**config.mk**
```make
export PLATFORM = sky130hd
export DESIGN_NAME = bram_transpose_loader
export DESIGN_NICKNAME = d
export VERILOG_FILES = /design/src/rtl/bram_transpose_loader.sv
export SDC_FILE = /design/constraint.sdc
export NUM_CORES = 2
export LEC_CHECK = 0
export ABC_CLOCK_PERIOD_IN_PS = 14000
export CORE_MARGIN = 3
export CORE_UTILIZATION = 56
export DETAILED_ROUTE_END_ITERATION = 10
export PLACE_DENSITY = 0.73
export SYNTH_ARGS = -nofsm -noshare
export SYNTH_HDL_FRONTEND = slang
export SYNTH_SLANG_ARGS = --single-unit
```
**constraint.sdc**
```tcl
create_clock -name clk -period 14 [get_ports clk]
set_clock_uncertainty 0.2 [all_clocks]
set_input_delay 2.1 -clock clk [delete_from_list [all_inputs] [get_ports clk]]
set_output_delay 2.1 -clock clk [all_outputs]
set_load 0.05 [all_outputs]
```
**src/rtl/bram_transpose_loader.sv**
```systemverilog
// bram_transpose_loader
//
// Loads a SIZE x SIZE grid of BRAM tiles with bit-transposed row data.
// For each tile, 16 row words are collected from a valid/ready stream.
// The loader then writes one 16-bit BRAM word per bit index: bit k of the
// written word is bit <addr> of row k.
// Tiles are visited row-major: (0,0), (0,1), ... (SIZE-1,SIZE-1).
//
// Optional feature (macro LOADER_READBACK_EN): after each tile is written,
// the tile is read back through douta (1-cycle read latency). Any mismatch
// sets a sticky err flag, which is cleared by the next start.
//
// Ports:
//   clk, reset              clock (rising edge), synchronous active-low reset
//   start                   one-cycle load request (ignored while busy)
//   num_bits[7:0]           bit slices per tile; 0 or > WORD_BITS means WORD_BITS
//   s_valid/s_ready/s_data  row-word stream
//   bram_i, bram_j          tile currently selected
//   external                BRAMs are owned by the loader
//   wea, addra, dina        BRAM write port
//   douta                   BRAM read data (used only for readback)
//   busy, done, err         status; done pulses for one cycle at the end

module bram_transpose_loader #(
  parameter int SIZE      = 2,
  parameter int WORD_BITS = 160,
  parameter int ADDR_W    = 10
) (
  input  logic                 clk,
  input  logic                 reset,
  input  logic                 start,
  input  logic [7:0]           num_bits,
  input  logic                 s_valid,
  output logic                 s_ready,
  input  logic [WORD_BITS-1:0] s_data,
  output logic [7:0]           bram_i,
  output logic [7:0]           bram_j,
  output logic                 external,
  output logic                 wea,
  output logic [ADDR_W-1:0]    addra,
  output logic [15:0]          dina,
  input  logic [15:0]          douta,
  output logic                 busy,
  output logic                 done,
  output logic                 err
);

  localparam int NB_W  = $clog2(WORD_BITS + 1);
  localparam int SEL_W = (WORD_BITS > 1) ? $clog2(WORD_BITS) : 1;
  localparam logic [NB_W-1:0] WB_C   = NB_W'(WORD_BITS);
  localparam logic [7:0]      LAST_T = 8'(SIZE - 1);

`ifdef LOADER_READBACK_EN
  typedef enum logic [2:0] {IDLE, FILL, WRITE, CHECK, NEXT, DONE} state_t;
`else
  typedef enum logic [2:0] {IDLE, FILL, WRITE, NEXT, DONE} state_t;
`endif

  state_t               state, state_nxt;
  logic [3:0]           rcnt;
  logic [NB_W-1:0]      bit_cnt;
  logic [NB_W-1:0]      nb_q;
  logic [7:0]           tile_i, tile_j;
  logic [WORD_BITS-1:0] rows [16];
  logic [SEL_W-1:0]     bit_sel;
  logic [15:0]          slice;
  logic                 last_bit;
  logic                 last_tile;

  assign bram_i    = tile_i;
  assign bram_j    = tile_j;
  assign last_bit  = (bit_cnt == nb_q - NB_W'(1));
  assign last_tile = (tile_i == LAST_T) && (tile_j == LAST_T);

  // During the final readback cycle bit_cnt equals nb_q, which can be one
  // past the last row bit; steer it to a legal index.
  always_comb begin
    bit_sel = '0;
    if (bit_cnt < WB_C) bit_sel = SEL_W'(bit_cnt);
    slice = '0;
    for (int k = 0; k < 16; k++) slice[k] = rows[k][bit_sel];
  end

  always_ff @(posedge clk) begin
    if (!reset) state <= IDLE;
    else        state <= state_nxt;
  end

  always_comb begin
    state_nxt = state;
    s_ready   = 1'b0;
    wea       = 1'b0;
    addra     = '0;
    dina      = '0;
    busy      = 1'b1;
    external  = 1'b1;
    done      = 1'b0;
    case (state)
      IDLE: begin
        busy     = 1'b0;
        external = 1'b0;
        if (start) state_nxt = FILL;
      end
      FILL: begin
        s_ready = 1'b1;
        if (s_valid && rcnt == 4'd15) state_nxt = WRITE;
      end
      WRITE: begin
        wea   = 1'b1;
        addra = ADDR_W'(bit_cnt);
        dina  = slice;
`ifdef LOADER_READBACK_EN
        if (last_bit) state_nxt = CHECK;
`else
        if (last_bit) state_nxt = NEXT;
`endif
      end
`ifdef LOADER_READBACK_EN
      CHECK: begin
        if (bit_cnt != nb_q) addra = ADDR_W'(bit_cnt);
        else                 state_nxt = NEXT;
      end
`endif
      NEXT: begin
        state_nxt = last_tile ? DONE : FILL;
      end
      DONE: begin
        done      = 1'b1;
        state_nxt = IDLE;
      end
      default: state_nxt = IDLE;
    endcase
  end

`ifdef LOADER_READBACK_EN
  logic        err_q;
  logic [15:0] exp_d;
  assign err = err_q;
`else
  logic unused_douta;
  assign unused_douta = ^douta;
  assign err = 1'b0;
`endif

  always_ff @(posedge clk) begin
    if (!reset) begin
      rcnt    <= '0;
      bit_cnt <= '0;
      nb_q    <= '0;
      tile_i  <= '0;
      tile_j  <= '0;
`ifdef LOADER_READBACK_EN
      err_q   <= 1'b0;
      exp_d   <= '0;
`endif
    end else begin
      case (state)
        IDLE: begin
          if (start) begin
            rcnt   <= '0;
            tile_i <= '0;
            tile_j <= '0;
`ifdef LOADER_READBACK_EN
            err_q  <= 1'b0;
`endif
            if (num_bits == 8'd0 || 32'(num_bits) > WORD_BITS) nb_q <= WB_C;
            else                                                nb_q <= NB_W'(num_bits);
          end
        end
        FILL: begin
          if (s_valid) begin
            rcnt <= rcnt + 4'd1;
            if (rcnt == 4'd15) bit_cnt <= '0;
          end
        end
        WRITE: begin
          if (last_bit) bit_cnt <= '0;
          else          bit_cnt <= bit_cnt + NB_W'(1);
        end
`ifdef LOADER_READBACK_EN
        CHECK: begin
          // douta for address n arrives while bit_cnt == n+1; exp_d holds
          // the slice for address n at that point.
          bit_cnt <= bit_cnt + NB_W'(1);
          exp_d   <= slice;
          if (bit_cnt != '0 && douta != exp_d) err_q <= 1'b1;
        end
`endif
        NEXT: begin
          rcnt <= '0;
          if (!last_tile) begin
            if (tile_j == LAST_T) begin
              tile_j <= '0;
              tile_i <= tile_i + 8'd1;
            end else begin
              tile_j <= tile_j + 8'd1;
            end
          end
        end
        DONE: begin
          tile_i <= '0;
          tile_j <= '0;
        end
        default: ;
      endcase
    end
  end

  // Row buffer is not reset; it is fully rewritten before each tile is used.
  always_ff @(posedge clk) begin
    if (state == FILL && s_valid) rows[rcnt] <= s_data;
  end

endmodule

```
==> load_flow_metrics.sql <==
INSERT INTO impl_metrics (metric_group, metric, value, unit) VALUES
('worst_hold_path', 'worstHoldEndpoint', 'bit_cnt[1]', ''),
('power', 'ir_drop', '0.110', 'mV'),
('yosys', 'synth_adder_area_share', '0.121', '%'),
('yosys', 'asyncSetResetFlopFracSynth', '0', '%'),
('sta', 'layout_min_cycle_time', '9.96', 'ns'),
('yosys', 'postSynthRegisterBits', '2599', ''),
('yosys', 'synthDistinctLibCells', '87', ''),
('sta', 'report.final.hold_viol_count', '0', ''),
('worst_hold_path', 'hold_start', 'bit_cnt[1]', ''),
('detailed_routing', 'number_of_nets_with_antenna_violations_after_detailed_routing', '0', ''),
('clock_tree', 'cts_setup_buffers', '0', ''),
('placement', 'dpl-instance-area', '108000', 'sq um'),
('critical_path', 'worst-endpoint-arrival', '7.66', 'ns'),
('yosys', 'largest_family_of_logic_cells_by_synthesized_area', 'compound AO/OA/AOI/OAI gates', ''),
('yosys', 'xor_xnor_fraction_of_synth_area', '0.270', '%'),
('finish', 'finished_core_util', '63.4', '%'),
('yosys', 'synth_top_flop_cell', 'sky130_fd_sc_hd__edfxtp_1', ''),
('yosys', 'synth-seq-area-share', '75.2', '%'),
('clock_tree', 'cts.repair.resized', '0', ''),
('critical_path', 'timing.setup.critical_path_class', 'reg2out', ''),
('power', 'total_power', '15.6', 'mW'),
('detailed_routing', 'vias_per_cell', '6.96', ''),
('worst_hold_path', 'min_delay_path_depth', '2', ''),
('sta', 'maxSlewHeadroom', '-11.0', '%'),
('yosys', 'proportion_of_netlist_area_held_by_the_largest_area_contributor', '74.4', '%'),
('critical_path', 'critical_path.reg2reg.endpoint', 'rows[5][87]', ''),
('global_routing', 'grtUsageTotal', '32.9', '%'),
('clock_tree', 'htree_levels', '5', ''),
('global_routing', 'grt_max_degree', '161', ''),
('critical_path', 'reg2reg_setup_slack', '9.12', 'ns'),
('sta', 'worst_pin_slew', '1.67', 'ns'),
('critical_path', 'cp.required', '11.70', 'ns'),
('detailed_routing', 'drtIter0Drc', '10037', ''),
('power', 'static-leakage-power', '35.5', 'nW'),
('sta', 'rsz_0062_raised_after_global_routing', 'false', ''),
('run_status', 'run_status', 'finished, violations left', ''),
('detailed_routing', 'wirelength_routed', '319000', 'um'),
('critical_path', 'timing.critical_path.from_type', 'flop', ''),
('clock_tree', 'cts-hold-fix-buffers', '0', ''),
('yosys', 'synth-simple-area-share', '4.63', '%'),
('floorplanning', 'die_width', '436', 'um'),
('run_status', 'failing_checks', 'slew limit', ''),
('yosys', 'synthCells', '6122', ''),
('yosys', 'synthesis.area_per_instance', '16.9', 'sq um'),
('critical_path', 'cp-end-kind', 'primary output', ''),
('run', 'maxCapViolations', '0', ''),
('floorplanning', 'initial_utilization', '56.4', '%'),
('critical_path', 'rr_startpoint', 'state[0]', ''),
('sta', 'finalMaxSlewViolations', '72', ''),
('sta', 'clock.fmax', '100', 'MHz'),
('finish', 'finish.instance_area', '116000', 'sq um'),
('yosys', 'synthMuxAreaShare', '8.69', '%'),
('finish', 'layout.cells.non_filler', '9038', ''),
('clock_tree', 'clk_path_buf_depth', '4', ''),
('critical_path', 'rr_worst_depth', '7', ''),
('sta', 'finalCritPeriodShare', '71.1', '%'),
('yosys', 'netlist_top_cells_area', 'sky130_fd_sc_hd__edfxtp_1, sky130_fd_sc_hd__mux2i_1, sky130_fd_sc_hd__mux2_2, sky130_fd_sc_hd__mux4_2, sky130_fd_sc_hd__nand2_1', ''),
('sta', 'final.hold.worst_slack', '0.297', 'ns'),
('placement', 'pre_cts_slack', '5.23', 'ns'),
('detailed_routing', 'firstDrtPassIters', '6', ''),
('floorplanning', 'placeableCoreArea', '183000', 'sq um'),
('detailed_routing', 'num_vias', '62875', ''),
('finish', 'area_delta_synth_final', '12.5', '%'),
('sta', 'setup_slack', '4.04', 'ns'),
('finish', 'final_nets', '6571', ''),
('detailed_routing', 'drcViolationCount', '0', ''),
('global_routing', 'grt_antenna_before_repair', '39', ''),
('floorplanning', 'total_die_area', '190000', 'sq um'),
('floorplanning', 'ioPinCount', '236', ''),
('finish', 'drive_above_1_share', '13.5', '%'),
('finish', 'layout.filler_cells', '12536', '');
==> power by group <==
group	internal [mW]	total, mW	switching, mW
clock network	3.88	6.74	2.86
logic	0.0574	0.265	0.207
registers	8.58	8.59	0.00877
==> flip-flops by register name, summed over array words and instances, names as in the netlist <==
register,count
rows,2560
bram_i,8
bram_j,8
rcnt,4
bit_cnt,8
nb_q,8
state,3
==> routing by layer <==
layer | global-route usage, % | up-vias | wire length (um)
met1 | 44.1 | 31652 | 112000
met3 | 10.2 | 956 | 44200
met5 | 0 | - | 185
met2 | 48.0 | 5024 | 141000
li1 | - | 25213 | -
met4 | 19.1 | 30 | 21400
==> cell usage after synthesis, types with 10 or more instances <==
master and number:
sky130_fd_sc_hd__a2111oi_0 37, sky130_fd_sc_hd__mux2i_1 479, sky130_fd_sc_hd__buf_4 98, sky130_fd_sc_hd__and3_1 76, sky130_fd_sc_hd__a211oi_1 164, sky130_fd_sc_hd__xor2_1 17, sky130_fd_sc_hd__mux4_2 80, sky130_fd_sc_hd__nand3_1 117
sky130_fd_sc_hd__a221oi_1 128, sky130_fd_sc_hd__edfxtp_1 2560, sky130_fd_sc_hd__a222oi_1 13, sky130_fd_sc_hd__a211o_1 25, sky130_fd_sc_hd__buf_2 167, sky130_fd_sc_hd__buf_6 30, sky130_fd_sc_hd__a21oi_1 193, sky130_fd_sc_hd__a311oi_1 25
sky130_fd_sc_hd__dfxtp_1 39, sky130_fd_sc_hd__o21ai_0 181, sky130_fd_sc_hd__a22o_1 15, sky130_fd_sc_hd__o221ai_1 26, sky130_fd_sc_hd__nor3_1 40, sky130_fd_sc_hd__mux2_2 211, sky130_fd_sc_hd__o211ai_1 66, sky130_fd_sc_hd__o2111ai_1 18
sky130_fd_sc_hd__a221o_1 31, sky130_fd_sc_hd__nor2b_1 84, sky130_fd_sc_hd__o31ai_1 15, sky130_fd_sc_hd__xnor2_1 13, sky130_fd_sc_hd__nor2_1 106, sky130_fd_sc_hd__nand2_1 450, sky130_fd_sc_hd__a32oi_1 10, sky130_fd_sc_hd__buf_1 14
sky130_fd_sc_hd__ha_1 10, sky130_fd_sc_hd__o22ai_1 57, sky130_fd_sc_hd__o311ai_0 11, sky130_fd_sc_hd__nand4_1 34, sky130_fd_sc_hd__a31oi_1 93, sky130_fd_sc_hd__inv_1 17, sky130_fd_sc_hd__and2_1 20, sky130_fd_sc_hd__nor4_1 14
sky130_fd_sc_hd__clkbuf_1 108, sky130_fd_sc_hd__nand2b_1 11, sky130_fd_sc_hd__a22oi_1 60
==> worst max-delay path, stage by stage, from the launching register on <==
cell	delay [ns]
sky130_fd_sc_hd__dfxtp_4	0.60
sky130_fd_sc_hd__buf_12	0.65
sky130_fd_sc_hd__buf_4	0.71
sky130_fd_sc_hd__buf_4	0.67
sky130_fd_sc_hd__mux2i_1	0.18
sky130_fd_sc_hd__a221oi_1	0.35
sky130_fd_sc_hd__o2bb2ai_1	0.12
sky130_fd_sc_hd__o22ai_1	0.86
sky130_fd_sc_hd__o311ai_0	0.27
sky130_fd_sc_hd__and4_1	0.27
sky130_fd_sc_hd__a211oi_1	0.82
sky130_fd_sc_hd__clkdlybuf4s50_1	0.96
==> cell usage in the layout (no fill, tap or decap), types with 19 or more instances in the layout <==
master	synthesis	final
sky130_fd_sc_hd__nand3_1	117	117
sky130_fd_sc_hd__a31oi_1	93	93
sky130_fd_sc_hd__mux2i_1	479	479
sky130_fd_sc_hd__and3_1	76	76
sky130_fd_sc_hd__nor3_1	40	32
sky130_fd_sc_hd__a211o_1	25	25
sky130_fd_sc_hd__clkbuf_1	108	57
sky130_fd_sc_hd__o21ai_0	181	181
sky130_fd_sc_hd__a211oi_1	164	164
sky130_fd_sc_hd__clkinv_2	0	30
sky130_fd_sc_hd__nor2_4	3	19
sky130_fd_sc_hd__o22ai_1	57	57
sky130_fd_sc_hd__dfxtp_1	39	34
sky130_fd_sc_hd__a2111oi_0	37	34
sky130_fd_sc_hd__nand2_1	450	443
sky130_fd_sc_hd__buf_4	98	156
sky130_fd_sc_hd__a221oi_1	128	128
sky130_fd_sc_hd__a21oi_1	193	192
sky130_fd_sc_hd__clkdlybuf4s50_1	0	216
sky130_fd_sc_hd__a22oi_1	60	60
sky130_fd_sc_hd__nor2b_1	84	81
sky130_fd_sc_hd__clkinv_1	1	72
sky130_fd_sc_hd__o221ai_1	26	26
sky130_fd_sc_hd__o211ai_1	66	66
sky130_fd_sc_hd__a311oi_1	25	25
sky130_fd_sc_hd__nand4_1	34	34
sky130_fd_sc_hd__nor2_1	106	94
sky130_fd_sc_hd__a221o_1	31	31
sky130_fd_sc_hd__edfxtp_1	2560	2560
sky130_fd_sc_hd__clkbuf_16	0	285
sky130_fd_sc_hd__mux2_2	211	211
sky130_fd_sc_hd__mux4_2	80	80
==> cell families (layout without fill, tap and decap cells) <==
kind of cell               after synthesis  after routing
AOI/OAI and AO/OA                     1270           1270
buffers and inverters                  436            870
and+or+nand+nor                       1005           1005
DFF                                   2599           2599
adders and majority gates               10             10
other                                    1             19
muxes                                  770            770
xor gates and xnor gates                31             31
==> area by class of cell <==
class                   instances  area [sq um]  area share (%)
repair buffers                389          3660            3.15
flip-flops and latches       2599         77700            66.9
multi-input cells            3089         23500            20.2
well taps                    2464          3080            2.65
clock buffers                 345          7390            6.36
inverters                      19          72.6          0.0625
diodes                         16          40.0          0.0345
clock inverters               117           751           0.646
==> worst max path at each step <==
stage | from | endpoint
2_1_floorplan | s_valid | rows[14][0]
3_3_place_gp | bit_cnt[0] | dina[9]
3_5_place_dp | bit_cnt[0] | dina[9]
4_1_cts | bit_cnt[0] | dina[9]
5_1_grt | bit_cnt[0] | dina[9]
6_report | bit_cnt[0] | dina[9]
Note: power is estimated with default switching activity, not from simulation.
